--- src/rtl/if_arb_pkg.sv ---
// Shared types and helpers for the interface-array round-robin arbiter.
package if_arb_pkg;

  localparam int DEFAULT_DATA_W = 8;

  typedef enum logic {
    EMPTY = 1'b0,
    FULL  = 1'b1
  } arb_state_t;

  // Index width that never collapses to zero bits.
  function automatic int src_w(input int n);
    return (n <= 2) ? 1 : $clog2(n);
  endfunction

endpackage

--- src/rtl/rr_pick.sv ---
// Combinational rotating priority encoder: first set request at or after
// start, wrapping from N-1 back to 0.
module rr_pick #(
  parameter int N  = 2,
  parameter int IW = 1
) (
  input  logic [N-1:0]  req,
  input  logic [IW-1:0] start,
  output logic [IW-1:0] idx,
  output logic          any
);

  logic found_hi;

  always_comb begin
    idx      = '0;
    any      = 1'b0;
    found_hi = 1'b0;
    // Upper segment [start, N-1] has priority over the wrapped segment.
    for (int i = 0; i < N; i++) begin
      if (!found_hi && req[i] && (i >= int'(start))) begin
        found_hi = 1'b1;
        idx      = IW'(i);
      end
    end
    any = found_hi;
    for (int i = 0; i < N; i++) begin
      if (!any && req[i]) begin
        any = 1'b1;
        idx = IW'(i);
      end
    end
  end

endmodule

--- src/rtl/if_array_arbiter.sv ---
// Round-robin arbiter merging NUM_REQ requester channels into one registered
// ready/valid output. Define IF_ARB_BURST_EN to let a winner keep up to MAX_BURST beats.
module if_array_arbiter
  import if_arb_pkg::*;
#(
  parameter int NUM_REQ   = 2,
  parameter int DATA_W    = DEFAULT_DATA_W,
  parameter int MAX_BURST = 4
) (
  input  logic                         clk,
  input  logic                         rst_n,
  input  logic [NUM_REQ-1:0]           req_valid,
  input  logic [NUM_REQ*DATA_W-1:0]    req_data,
  output logic [NUM_REQ-1:0]           req_ready,
  output logic                         out_valid,
  output logic [DATA_W-1:0]            out_data,
  output logic [src_w(NUM_REQ)-1:0]    out_src,
  input  logic                         out_ready
);

  localparam int SW      = src_w(NUM_REQ);
  localparam int BURST_W = $clog2(MAX_BURST + 1);
`ifdef IF_ARB_BURST_EN
  localparam int BURST_LIM = MAX_BURST;
`else
  // A limit of one beat means the holder never keeps priority.
  localparam int BURST_LIM = 1;
`endif

  arb_state_t          state_q, state_d;
  logic [DATA_W-1:0]   data_q, data_d;
  logic [SW-1:0]       src_q, src_d;
  logic [SW-1:0]       last_q, last_d;
  logic [BURST_W-1:0]  burst_q, burst_d;

  logic                accept;
  logic                hold;
  logic                xfer;
  logic                any;
  logic [SW-1:0]       start;
  logic [SW-1:0]       grant;
  logic [DATA_W-1:0]   data_sel;

  always_comb begin
    accept = (state_q == EMPTY) || out_ready;
    hold   = (burst_q != '0) && (burst_q < BURST_W'(BURST_LIM)) && req_valid[last_q];
    if (hold) begin
      start = last_q;
    end else if (last_q == SW'(NUM_REQ - 1)) begin
      start = '0;
    end else begin
      start = last_q + SW'(1);
    end
  end

  rr_pick #(
    .N  (NUM_REQ),
    .IW (SW)
  ) u_pick (
    .req   (req_valid),
    .start (start),
    .idx   (grant),
    .any   (any)
  );

  always_comb begin
    xfer     = rst_n && accept && any;
    data_sel = '0;
    for (int i = 0; i < NUM_REQ; i++) begin
      req_ready[i] = xfer && (grant == SW'(i));
      if (grant == SW'(i)) begin
        data_sel = req_data[i*DATA_W +: DATA_W];
      end
    end
  end

  always_comb begin
    state_d = state_q;
    data_d  = data_q;
    src_d   = src_q;
    last_d  = last_q;
    burst_d = burst_q;
    // A dropped valid ends the holder's burst even while the output stalls.
    if (!req_valid[last_q]) begin
      burst_d = '0;
    end
    if (xfer) begin
      state_d = FULL;
      data_d  = data_sel;
      src_d   = grant;
      last_d  = grant;
      burst_d = hold ? (burst_q + BURST_W'(1)) : BURST_W'(1);
    end else if (accept) begin
      state_d = EMPTY;
    end
  end

  always_ff @(posedge clk) begin
    if (!rst_n) begin
      state_q <= EMPTY;
      data_q  <= '0;
      src_q   <= '0;
      last_q  <= SW'(NUM_REQ - 1);
      burst_q <= '0;
    end else begin
      state_q <= state_d;
      data_q  <= data_d;
      src_q   <= src_d;
      last_q  <= last_d;
      burst_q <= burst_d;
    end
  end

  assign out_valid = (state_q == FULL);
  assign out_data  = data_q;
  assign out_src   = src_q;

endmodule

--- config.mk ---
export PLATFORM = sky130hd
export DESIGN_NAME = if_array_arbiter
export DESIGN_NICKNAME = d
export VERILOG_FILES = /design/src/rtl/if_arb_pkg.sv /design/src/rtl/rr_pick.sv /design/src/rtl/if_array_arbiter.sv
export SDC_FILE = /design/constraint.sdc
export NUM_CORES = 1
export LEC_CHECK = 0
export CAP_MARGIN = 20
export CORE_ASPECT_RATIO = 1.25
export CORE_MARGIN = 3
export CORE_UTILIZATION = 35
export CTS_BUF_LIST = sky130_fd_sc_hd__clkbuf_8
export DETAILED_ROUTE_END_ITERATION = 8
export PLACE_DENSITY = 0.76
export SYNTH_ARGS = -nofsm -noshare
export SYNTH_HDL_FRONTEND = slang
export SYNTH_HIERARCHICAL = 1
export SYNTH_SLANG_ARGS = --single-unit
--- constraint.sdc ---
create_clock -name clk -period 5.2 [get_ports clk]
set_input_delay 0.52 -clock clk [delete_from_list [all_inputs] [get_ports clk]]
set_output_delay 0.52 -clock clk [all_outputs]
set_load 0.03 [all_outputs]
======== After elaboration in Yosys (flattened, before gate mapping) ========
Cells that the tools add are included.
cells by class
  $add $sub $neg .......................... 2
  $mul .................................... 0
  divide/modulo/power cells ............... 0
  $lt $le $gt $ge ......................... 3
  equality and inequality tests ........... 1
  shifts and indexed selects .............. 0
  mux-type cells .......................... 17
  bitwise gates (word level) .............. 2
  reductions and logical operators ........ 16
operator list
  cell                   count
  $mux W1                13
  $logic_and A1 B1 Y1    10
  $mux W3                3
  $mux W8                1
  $add A3 B1 Y3 const B  1
  $logic_not A1 Y1       3
  $lt A3 B1 Y1 const B   1
  $reduce_bool A3 Y1     1
  $lt A1 B2 Y1 const B   1
  $ne A2 B2 Y1 const B   1
  $not A1 Y1             2
  $reduce_bool A2 Y1     1
  $add A1 B1 Y1 const B  1
  $ge A1 B1 Y1 const A   1
  $logic_or A1 B1 Y1     1
word-level totals
  bits in registers ....................... 14
  latch bits .............................. 0
  bits in writable memories ............... 0
  memory bits (read-only) ................. 0
  input port bits ......................... 21
  word-level logic and storage cells ...... 46
  memories kept ........................... 0

======== Longest topological paths before layout ========
Gate-level depths: netlist of run 1.
  depth in word-level cells ............... 18
  mapped depth ............................ 11

======== Hierarchy ========
The synthesis of run 1 kept the hierarchy.
modules (own cells, without submodules)
  module            instances  cells an instance  area each (um2)  seq. area each (um2)
  if_array_arbiter  1          71                 714.4            280.3
  rr_pick           1          3                  17.5             0.0

======== Least setup slack after synthesis of run 1 ========
OpenSTA, ideal clock, no wires.
  kind .................................... register to output
  start point ............................. register burst_q[0]
  end point ............................... output port req_ready[0]
  arrival time ............................ 1,814 ps
  data required time ...................... 4,680 ps
  slack ................................... 2,866 ps
  cell stages (with the launch flop) ...... 10
  buffers on the path ..................... 1
  cells stage by stage .................... dfxtp_1 inv_1 ha_1 nor4_4 a21oi_1 a31o_1 inv_1 a21boi_1 buf_4 nor2_1
between the ends
  cells in the longest elaborated chain, start to end .. 18
  elaborated cells between the ends (all ways) .. 23
RTL lines
  element                                             line                     source
  start, declared                                     if_array_arbiter.sv:34   logic [BURST_W-1:0] burst_q, burst_d;
  start signal, assigned                              if_array_arbiter.sv:110  burst_q <= burst_d;
  $lt A3 B1 Y1 or $reduce_bool A3 Y1 (tied branches)  if_array_arbiter.sv:46   hold = (burst_q != '0) && (burst_q < BURST_W'(BURST_LIM)) && req_valid[last_q];
  $logic_and A1 B1 Y1 * (2 in series)                 if_array_arbiter.sv:46
  $mux W1 *                                           if_array_arbiter.sv:47   if (hold) begin
  via start                                           if_array_arbiter.sv:40   logic [SW-1:0] start;
  $ge A1 B1 Y1 *                                      rr_pick.sv:21            if (!found_hi && req[i] && (i >= int'(start))) begin
  $logic_and A1 B1 Y1 *                               rr_pick.sv:21
  $mux W1 *                                           rr_pick.sv:21
  $logic_not A1 Y1                                    rr_pick.sv:21
  [... 3 more ...]                                    n/a
  $logic_and A1 B1 Y1                                 rr_pick.sv:28            if (!any && req[i]) begin
  $mux W1                                             rr_pick.sv:28
  $logic_not A1 Y1                                    rr_pick.sv:28
  $logic_and A1 B1 Y1                                 rr_pick.sv:28
  $mux W1 *                                           rr_pick.sv:28
  via grant                                           if_array_arbiter.sv:41   logic [SW-1:0] grant;
  $not A1 Y1 *                                        n/a
  $logic_and A1 B1 Y1 *                               if_array_arbiter.sv:70   req_ready[i] = xfer && (grant == SW'(i));
  end, declared                                       if_array_arbiter.sv:14   output logic [NUM_REQ-1:0] req_ready,
Mark *: on every way through the listed nets, which the timed path passes. The rest lies on a longest branch.

======== Final worst setup path of run 1 ========
  start point ............................. register burst_q[0]
  end point ............................... output port req_ready[1]
between the ends
  elaborated cells between the ends (all ways) .. 22
RTL lines
  element                                             line
  $lt A3 B1 Y1 or $reduce_bool A3 Y1 (tied branches)  if_array_arbiter.sv:46
  $logic_and A1 B1 Y1 * (2 in series)                 if_array_arbiter.sv:46
  $mux W1 *                                           if_array_arbiter.sv:47
  via start                                           if_array_arbiter.sv:40
  $ge A1 B1 Y1 *                                      rr_pick.sv:21
  $logic_and A1 B1 Y1 *                               rr_pick.sv:21
  $mux W1 *                                           rr_pick.sv:21
  $logic_not A1 Y1                                    rr_pick.sv:21
  [... 2 more ...]                                    n/a
  $logic_not A1 Y1                                    rr_pick.sv:28
  $logic_and A1 B1 Y1                                 rr_pick.sv:28
  $mux W1                                             rr_pick.sv:28
  $logic_not A1 Y1                                    rr_pick.sv:28
  $logic_and A1 B1 Y1                                 rr_pick.sv:28
  $mux W1 *                                           rr_pick.sv:28
  via grant                                           if_array_arbiter.sv:41
  $logic_and A1 B1 Y1 *                               if_array_arbiter.sv:70
Marked as above.

==> results of run 1 <==
## synth_stat cells, drive strengths merged, types with 2 or more instances
cell / count
nand3: 10
a211oi: 2
a21oi: 2
dfxtp: 14
nand2: 3
o21ai: 4
ha: 2
a21boi: 2
inv: 4
nor2: 2
buf: 3
o211a: 8
mux2i: 8
## power groups by stage
stage	combinational, mW	sequential [mW]	clock [mW]
2_1_floorplan	0.0360	0.135	0
3_3_place_gp	0.0812	0.123	0
3_5_place_dp	0.0819	0.123	0
4_1_cts	0.0823	0.121	0.0898
5_1_grt	0.0885	0.122	0.0924
6_report	0.0820	0.121	0.0877
## worst paths after layout
kind                                  from      endpoint  slack, ns  depth (start not counted)
worst min-delay path               out_src       out_src       0.48                          2
worst max register to register  burst_q[0]   out_data[6]       2.98                         10
worst max-delay path            burst_q[0]  req_ready[1]       1.93                         10
worst min register to register     out_src       out_src       0.48                          2
## cell usage in the layout (no fill, tap or decap), types with 2 or more instances in the layout
master	n
nand2_1	3
dfxtp_1	14
o211a_1	8
a21oi_1	2
clkdlybuf4s50_1	32
a21boi_1	2
mux2i_1	8
inv_1	4
clkbuf_8	3
nand3_1	9
ha_1	2
o21ai_0	4
## layout make-up
class                      instances  area (um2)  area share [%]
multi-input combinational         52         413            37.5
timing repair buffer              33         328            29.8
sequential                        14         280            25.5
clock buffer                       3        41.3            3.75
tap                               19        23.8            2.16
inverter                           4        15.0            1.36
## per-stage QoR
stage / instances / instance area (um2) / hold WS, ns
after floorplan: 74 / 732 / 0.481
after global placement: 121 / 1050 / 0.472
after detailed placement: 121 / 1050 / 0.469
after CTS: 124 / 1090 / 0.479
after global routing: 125 / 1100 / 0.512
final: 125 / 1100 / 0.476
## sequential cells by signal (all words and copies together) (netlist names)
register and flops:
out_data 8, last_q 1, burst_q 3, out_valid 1, out_src 1
## routing by layer
metal | part of all wire, % | wire [um] | track usage, % | vias up
li1 | - | - | - | 336
met1 | 40 | 683 | 15.7 | 315
met2 | 51 | 861 | 23.9 | 24
met3 | 8.1 | 137 | 3.79 | 2
met4 | 0.71 | 12 | 4.74 | 0
met5 | 0 | 0 | 0 | -
## cells by family (layout without fill, tap and decap cells)
kind of cell             count (synthesis)  count (layout)  synth area share, %
flip-flops                              14              14                 38.3
AO/OA/AOI/OAI                           20              20                 22.1
AND/OR/NAND/NOR                         21              21                 18.5
multiplexers                             9               9                 12.5
adder cells (fa/ha/maj)                  2               2                 3.42
buffers and inverters                    8              40                 5.30
## tightest hold or removal path: cells and delay by family (launching register included)
family	cells	cell delay, ns
AOI/OAI and AO/OA	2	0.12
DFF	1	0.31
==> impl_metrics.env, run 1 <==
export IMPL_cts_buffers=3
export IMPL_chipWidth_um=46.9
export IMPL_status="finished clean"
export IMPL_overflow=0
export IMPL_power_switching_share_pct=28.3
export IMPL_synth_edf_count=0
export IMPL_comb_power_share_pct=28.2
export IMPL_viasPerCell=5.42
export IMPL_fin_crit_ns=3.27
export IMPL_fp_dieH_um=57.1
export IMPL_die_area_mm2=0.00268
export IMPL_slew_headroom_pct=67.2
export IMPL_ctsLongestPathBuffers=2
export IMPL_n_antenna_cell=0
export IMPL_cap_viol_max_count=0
export IMPL_final_nets=131
export IMPL_post_cts_buffers=0
export IMPL_wirelength_um=1700
export IMPL_synth_top_area_share_pct=38.3
export IMPL_clkLatencyLatePin_ns=0.24
export IMPL_p_int_mw=0.208
export IMPL_synth_area_leader_cell="dfxtp_1"
export IMPL_holdBufCountCts=0
export IMPL_hold_violations=0
export IMPL_report_final_slew_viol_count=0
export IMPL_drtIter0Drc=5
export IMPL_globalRouteTotalUtil_pct=13.9
export IMPL_drive_above_1_share_pct=8.49
export IMPL_rsz0062_at_grt="false"
export IMPL_htreeDepth=1
export IMPL_grt_pass1_vias=700
export IMPL_ys_top_cells_by_area="dfxtp_1 38%, mux2i_1 11%, o211a_1 11%"
export IMPL_cts_tree="built"
export IMPL_area_delta_synth_final_pct=50.4
export IMPL_worstSetupStartpointType="flip-flop"
export IMPL_max_freq_mhz=306
export IMPL_pre_cts_ws_ns=1.54
export IMPL_clkSinkCount=14
export IMPL_total_power_mw=0.291
export IMPL_cp_buffers_inverters=5
export IMPL_crit_path_max_fanout=8
export IMPL_ir_drop_mv=0.150
export IMPL_min_path_type="reg -> reg"
export IMPL_antenna_found_initial=0
export IMPL_tns_ns=0
export IMPL_core_area_mm2=0.00187
export IMPL_critical_path_arrival_ns=2.75
export IMPL_clk_pin_slew_worst_paths_ns=0.06
export IMPL_postRouteAntennaNets=0
export IMPL_fin_ws_ns=1.93
export IMPL_clkPwrFrac_pct=30.2
export IMPL_min_period_over_period_pct=62.9
export IMPL_p_seq_share_pct=41.6
export IMPL_grt_pass1_wl_um=2820
export IMPL_fin_worst_skew_ns=0.00385
export IMPL_crit_slowest_cell="clkdlybuf4s50_1"
export IMPL_power_switching_mw=0.0823
export IMPL_n_fill_cell=186
export IMPL_portBuffers=32
export IMPL_grt_max_degree=15
export IMPL_io_pins=33
export IMPL_place_gp_congestion=0.748
export IMPL_root_buffer="clkbuf_8"
export IMPL_drc=0
export IMPL_vias=677
export IMPL_critPathCaptureType="output pin"
export IMPL_synth_seq_cells=14
export IMPL_cts_resized=0
export IMPL_rows=17
export IMPL_synthesis_area_um2=732
export IMPL_critPathKind="reg -> out"
export IMPL_initial_core_util_pct=39.1
export IMPL_syn_nets=97
export IMPL_max_stage_delay_ns=0.66
export IMPL_p_leak_nw=0.497
export IMPL_worst_slew_pin_slew_ns=0.491
export IMPL_synth_cell_types=27
export IMPL_syn_avg_cell_area_um2=9.89
export IMPL_fin_util_pct=58.8
export IMPL_routedWlPerCell_um=13.6
export IMPL_cpMostUsedCell="inv_1"
export IMPL_drtPass1Iterations=3
export IMPL_finalSetupViolCount=0
export IMPL_syn_inst=74
export IMPL_hpwl_um=1310
export IMPL_postSynth_asyncResetShare_pct=0
export IMPL_powerDensity_mw_per_mm2=264
export IMPL_crit_required_ns=4.68
export IMPL_cp_top_family="buffers and inverters"
export IMPL_seq_area_frac_synth_pct=38.3
export IMPL_yosys_warnings=6
export IMPL_synth_ff_type="dfxtp_1"
export IMPL_worstPathCellList="inv_1 > ha_1 > nor4_4 > a31o_1 > inv_1 > a21boi_1 > buf_4 > nand3_2 > inv_1 > clkdlybuf4s50_1"
No activity file was read; power rests on OpenSTA's default activity.
==> run 2, diff against run 1 <==
- clock period: 5.2 -> 3.05 ns (I/O delays scaled with it)
==> impl_metrics.env, run 2 (synthesis gave the netlist of run 1 again) <==
export IMPL_status="finished clean"
export IMPL_cts_tree="built"
export IMPL_power_switching_share_pct=27.4
export IMPL_postRouteAntennaNets=0
export IMPL_grt_pass1_vias=718
export IMPL_clkPwrFrac_pct=33.8
export IMPL_max_freq_mhz=369
export IMPL_root_buffer="clkbuf_8"
export IMPL_finalSetupViolCount=0
export IMPL_tns_ns=0
export IMPL_n_antenna_cell=0
export IMPL_grt_max_degree=15
export IMPL_antenna_found_initial=0
export IMPL_drtIter0Drc=11
export IMPL_fin_worst_skew_ns=0.00210
export IMPL_initial_core_util_pct=39.1
export IMPL_drc=0
export IMPL_p_int_mw=0.385
export IMPL_overflow=0
export IMPL_comb_power_share_pct=27.3
export IMPL_power_switching_mw=0.145
export IMPL_min_period_over_period_pct=89.0
export IMPL_rows=17
export IMPL_report_final_slew_viol_count=0
export IMPL_final_nets=134
export IMPL_r2r_worst_path_cells=10
export IMPL_drtPass1Iterations=4
export IMPL_holdBufCountCts=0
export IMPL_viasPerCell=5.40
export IMPL_crit_path_max_fanout=4
export IMPL_p_seq_share_pct=38.9
export IMPL_core_area_mm2=0.00187
export IMPL_portBuffers=32
export IMPL_place_gp_congestion=0.750
export IMPL_layoutNonFillerInstCount=129
export IMPL_cts_buffers=3
export IMPL_whs_ns=0.499
export IMPL_chipWidth_um=46.9
export IMPL_fp_dieH_um=57.1
export IMPL_hold_depth=2
export IMPL_io_pins=33
export IMPL_slew_headroom_pct=77.8
export IMPL_largest_register_ffs=8
export IMPL_most_common_layout_cells="31 x clkdlybuf4s50_1, 14 x dfxtp_1, 9 x nand3_1"
export IMPL_dp_cells=125
export IMPL_rsz0062_at_grt="false"
export IMPL_worst_slew_pin_slew_ns=0.331
export IMPL_final_common_cell="clkdlybuf4s50_1"
export IMPL_globalRouteTotalUtil_pct=15.7
export IMPL_drive_above_1_share_pct=12.7
export IMPL_ir_drop_mv=0.277
export IMPL_ctsLongestPathBuffers=2
export IMPL_min_path_type="reg -> reg"
export IMPL_grt_pass1_wl_um=3090
export IMPL_clkSinkCount=14
export IMPL_hold_violations=0
export IMPL_routedWlPerCell_um=14.2
export IMPL_hpwl_um=1360
export IMPL_critical_path_arrival_ns=2.41
export IMPL_die_area_mm2=0.00268
export IMPL_htreeDepth=1
export IMPL_area_delta_synth_final_pct=55.0
export IMPL_p_leak_nw=0.520
export IMPL_fin_util_pct=60.6
export IMPL_critPathKind="reg -> out"
export IMPL_cap_viol_max_count=0
export IMPL_crit_required_ns=2.74
export IMPL_powerDensity_mw_per_mm2=468
export IMPL_clk_pin_slew_worst_paths_ns=0.06
export IMPL_critPathCaptureType="output pin"
export IMPL_clkLatencyLatePin_ns=0.24
export IMPL_fin_crit_ns=2.71
export IMPL_vias=697
export IMPL_post_cts_buffers=0
export IMPL_n_fill_cell=175
export IMPL_wirelength_um=1830
export IMPL_cts_resized=0
export IMPL_worstSetupStartpointType="flip-flop"
-- run 2: changes by cell type in the layout (fill, tap and decap cells not counted) --
cell,change
clkbuf_8,+1
clkdlybuf4s50_1,-1
buf_4,+4
-- run 2: cell type report --
class | instances | area [um2] | area share [%]
Clock buffer | 4 | 55.1 | 4.85
Inverter | 4 | 15.0 | 1.32
Multi-Input combinational cell | 52 | 413 | 36.4
Sequential cell | 14 | 280 | 24.7
Tap cell | 19 | 23.8 | 2.09
Timing Repair Buffer | 36 | 348 | 30.7
-- run 2: per-layer routing --
| metal | GRT usage (%) | up-vias | wire [um] |
|---|---|---|---|
| met3 | 5.36 | 2 | 164 |
| li1 | - | 341 | - |
| met1 | 19.2 | 326 | 739 |
| met5 | 0 | - | 0 |
| met4 | 5.93 | 0 | 9 |
| met2 | 24.7 | 28 | 916 |
-- run 2: worst paths after layout --
check             start           end  slack, ns
min reg2reg     out_src       out_src       0.50
max          burst_q[0]  req_ready[0]       0.34
min             out_src       out_src       0.50
max reg2reg  burst_q[0]   out_data[6]       0.86
-- run 2: stage by stage --
stage                     instance area (um2)  worst slack [ns]  power, mW
after detailed placement                 1080             0.595      0.355
final                                    1130             0.336      0.531
after global placement                   1080             0.619      0.353
after CTS                                1130             0.316      0.533
after global routing                     1130             0.167      0.555
after floorplan                           732             0.931      0.291
-- run 2: power by group through the flow --
stage               clock, mW  sequential (mW)  combinational (mW)
finish                  0.180            0.206               0.145
global route            0.190            0.208               0.157
CTS                     0.180            0.207               0.146
detailed placement          0            0.210               0.144
global placement            0            0.210               0.143
floorplan                   0            0.230              0.0615
-- run 2: critical path, cell delays in order (launching register included) --
cell             delay, ns
dfxtp_1               0.40
inv_1                 0.08
ha_1                  0.23
nor4_4                0.23
a21oi_1               0.12
a31o_1                0.19
inv_1                 0.04
a21boi_1              0.09
nor2_1                0.11
clkdlybuf4s50_1       0.67
==> run 3, diff against run 2 <==
- clock period: 3.05 -> 2.5 ns (I/O delays scaled with it)
==> impl_metrics.env, run 3 (synthesis gave the netlist of run 1 again) <==
export IMPL_reg2reg_from="burst_q[0]"
export IMPL_cap_viol_max_count=0
export IMPL_viasPerCell=5.41
export IMPL_vias=698
export IMPL_p_int_mw=0.470
export IMPL_p_leak_nw=0.523
export IMPL_holdPathEnd="out_src"
export IMPL_drtIter0Drc=4
export IMPL_fin_crit_ns=2.27
export IMPL_hold_depth=2
export IMPL_largest_register_ffs=8
export IMPL_grt_pass1_vias=705
export IMPL_slew_headroom_pct=78.3
export IMPL_status="finished clean"
export IMPL_ctsLongestPathBuffers=2
export IMPL_rsz0062_at_grt="false"
export IMPL_min_period_over_period_pct=90.9
export IMPL_crit_required_ns=2.25
export IMPL_powerDensity_mw_per_mm2=569
export IMPL_p_seq_share_pct=39.2
export IMPL_clkPwrFrac_pct=33.7
export IMPL_critPathCaptureType="output pin"
export IMPL_drtPass1Iterations=4
export IMPL_routedWlPerCell_um=14.3
export IMPL_fp_dieH_um=57.1
export IMPL_tns_ns=0
export IMPL_place_gp_congestion=0.742
export IMPL_drive_above_1_share_pct=15.5
export IMPL_report_final_slew_viol_count=0
export IMPL_antenna_found_initial=0
export IMPL_post_cts_buffers=0
export IMPL_final_common_cell="clkdlybuf4s50_1"
export IMPL_pre_cts_ws_ns=0.106
export IMPL_clk_pin_slew_worst_paths_ns=0.06
export IMPL_max_freq_mhz=440
export IMPL_wirelength_um=1840
export IMPL_rrSetupSlack_ns=0.49
export IMPL_clkLatencyLatePin_ns=0.24
export IMPL_final_nets=134
export IMPL_critPathLaunch="burst_q[0]"
export IMPL_clkSinkCount=14
export IMPL_crit_path_max_fanout=9
export IMPL_cts_tree="built"
export IMPL_r2r_worst_path_cells=10
export IMPL_ir_drop_mv=0.353
export IMPL_core_area_mm2=0.00187
export IMPL_grt_max_degree=14
export IMPL_power_switching_share_pct=27.3
export IMPL_min_path_type="reg -> reg"
export IMPL_io_pins=33
export IMPL_globalRouteTotalUtil_pct=15.0
export IMPL_most_common_layout_cells="30 x clkdlybuf4s50_1, 12 x dfxtp_1, 9 x nand3_1"
export IMPL_rows=17
export IMPL_critical_path_arrival_ns=2.02
export IMPL_fin_ws_ns=0.227
export IMPL_postRouteAntennaNets=0
export IMPL_hold_violations=0
export IMPL_worst_slew_pin_slew_ns=0.325
export IMPL_power_switching_mw=0.176
export IMPL_hpwl_um=1390
export IMPL_n_fill_cell=178
export IMPL_htreeDepth=1
export IMPL_initial_core_util_pct=39.1
export IMPL_hp_start="out_src"
export IMPL_area_delta_synth_final_pct=55.2
export IMPL_root_buffer="clkbuf_8"
export IMPL_n_antenna_cell=0
export IMPL_comb_power_share_pct=27.1
export IMPL_die_area_mm2=0.00268
export IMPL_portBuffers=32
export IMPL_timing_rr_end="out_data[2]"
export IMPL_drc=0
export IMPL_finalSetupViolCount=0
export IMPL_worstSetupStartpointType="flip-flop"
export IMPL_overflow=0
export IMPL_grt_pass1_wl_um=3020
export IMPL_fin_worst_skew_ns=0.00109
export IMPL_chipWidth_um=46.9
export IMPL_whs_ns=0.486
export IMPL_critPathKind="reg -> out"
export IMPL_cts_buffers=3
-- run 3: cell types whose count changed in the layout (fill, tap and decap cells not counted), sizes merged --
cell / change
clkbuf: +1
clkdlybuf4s50: -1
-- run 3: worst max-delay path by stage --
| stage | cells after the start | endpoint |
|---|---|---|
| 2_1_floorplan | 9 | req_ready[0] |
| 3_3_place_gp | 9 | req_ready[0] |
| 3_5_place_dp | 9 | req_ready[0] |
| 4_1_cts | 10 | req_ready[1] |
| 5_1_grt | 10 | req_ready[1] |
| 6_report | 10 | req_ready[1] |
-- run 3: stage by stage --
step | std cells | power, mW | area, um2 | utilization (%)
5_1_grt | 129 | 0.683 | 1140 | 60.7
4_1_cts | 129 | 0.651 | 1130 | 60.6
3_5_place_dp | 125 | 0.433 | 1080 | 57.7
6_report | 129 | 0.646 | 1140 | 60.7
3_3_place_gp | 125 | 0.430 | 1080 | 57.7
2_1_floorplan | 74 | 0.355 | 732 | -
-- run 3: timing repair --
action / in CTS / in global routing
hold buffers: 0 / 0
endpoints found under the hold margin: 0 / 0
gates cloned: 0 / 0
resized for setup: 1 / 5
setup endpoints to repair: 1 / 2
-- run 3: cell type report --
type | instances | area [um2] | area share, %
clock buffer | 4 | 55.1 | 4.85
inverter | 4 | 15.0 | 1.32
multi-input combinational | 52 | 413 | 36.3
sequential | 14 | 283 | 24.9
tap | 19 | 23.8 | 2.09
timing repair buffer | 36 | 347 | 30.5
-- run 3: metal layers --
| metal | global-route usage, % | up-vias | share of wire [%] |
|---|---|---|---|
| li1 | - | 344 | - |
| met1 | 17.9 | 326 | 42 |
| met2 | 23.1 | 26 | 50 |
| met3 | 5.68 | 2 | 7.1 |
| met4 | 6.72 | 0 | 0.49 |
| met5 | 0 | - | 0 |
-- run 3: critical path, cell delays in order, from the launching register on --
cell      delay [ns]
dfxtp_2         0.37
inv_1           0.07
ha_1            0.22
nor4_4          0.21
a31o_1          0.19
inv_1           0.04
a21boi_1        0.20
buf_6           0.19
nand3_2         0.09
inv_1           0.06
buf_4           0.15
-- run 3: power by group through the flow --
| stage | Combinational, mW | Clock (mW) | Sequential, mW |
|---|---|---|---|
| floorplan | 0.0750 | 0 | 0.280 |
| global placement | 0.174 | 0 | 0.256 |
| detailed placement | 0.176 | 0 | 0.257 |
| CTS | 0.176 | 0.222 | 0.253 |
| global route | 0.190 | 0.238 | 0.255 |
| finish | 0.175 | 0.218 | 0.253 |
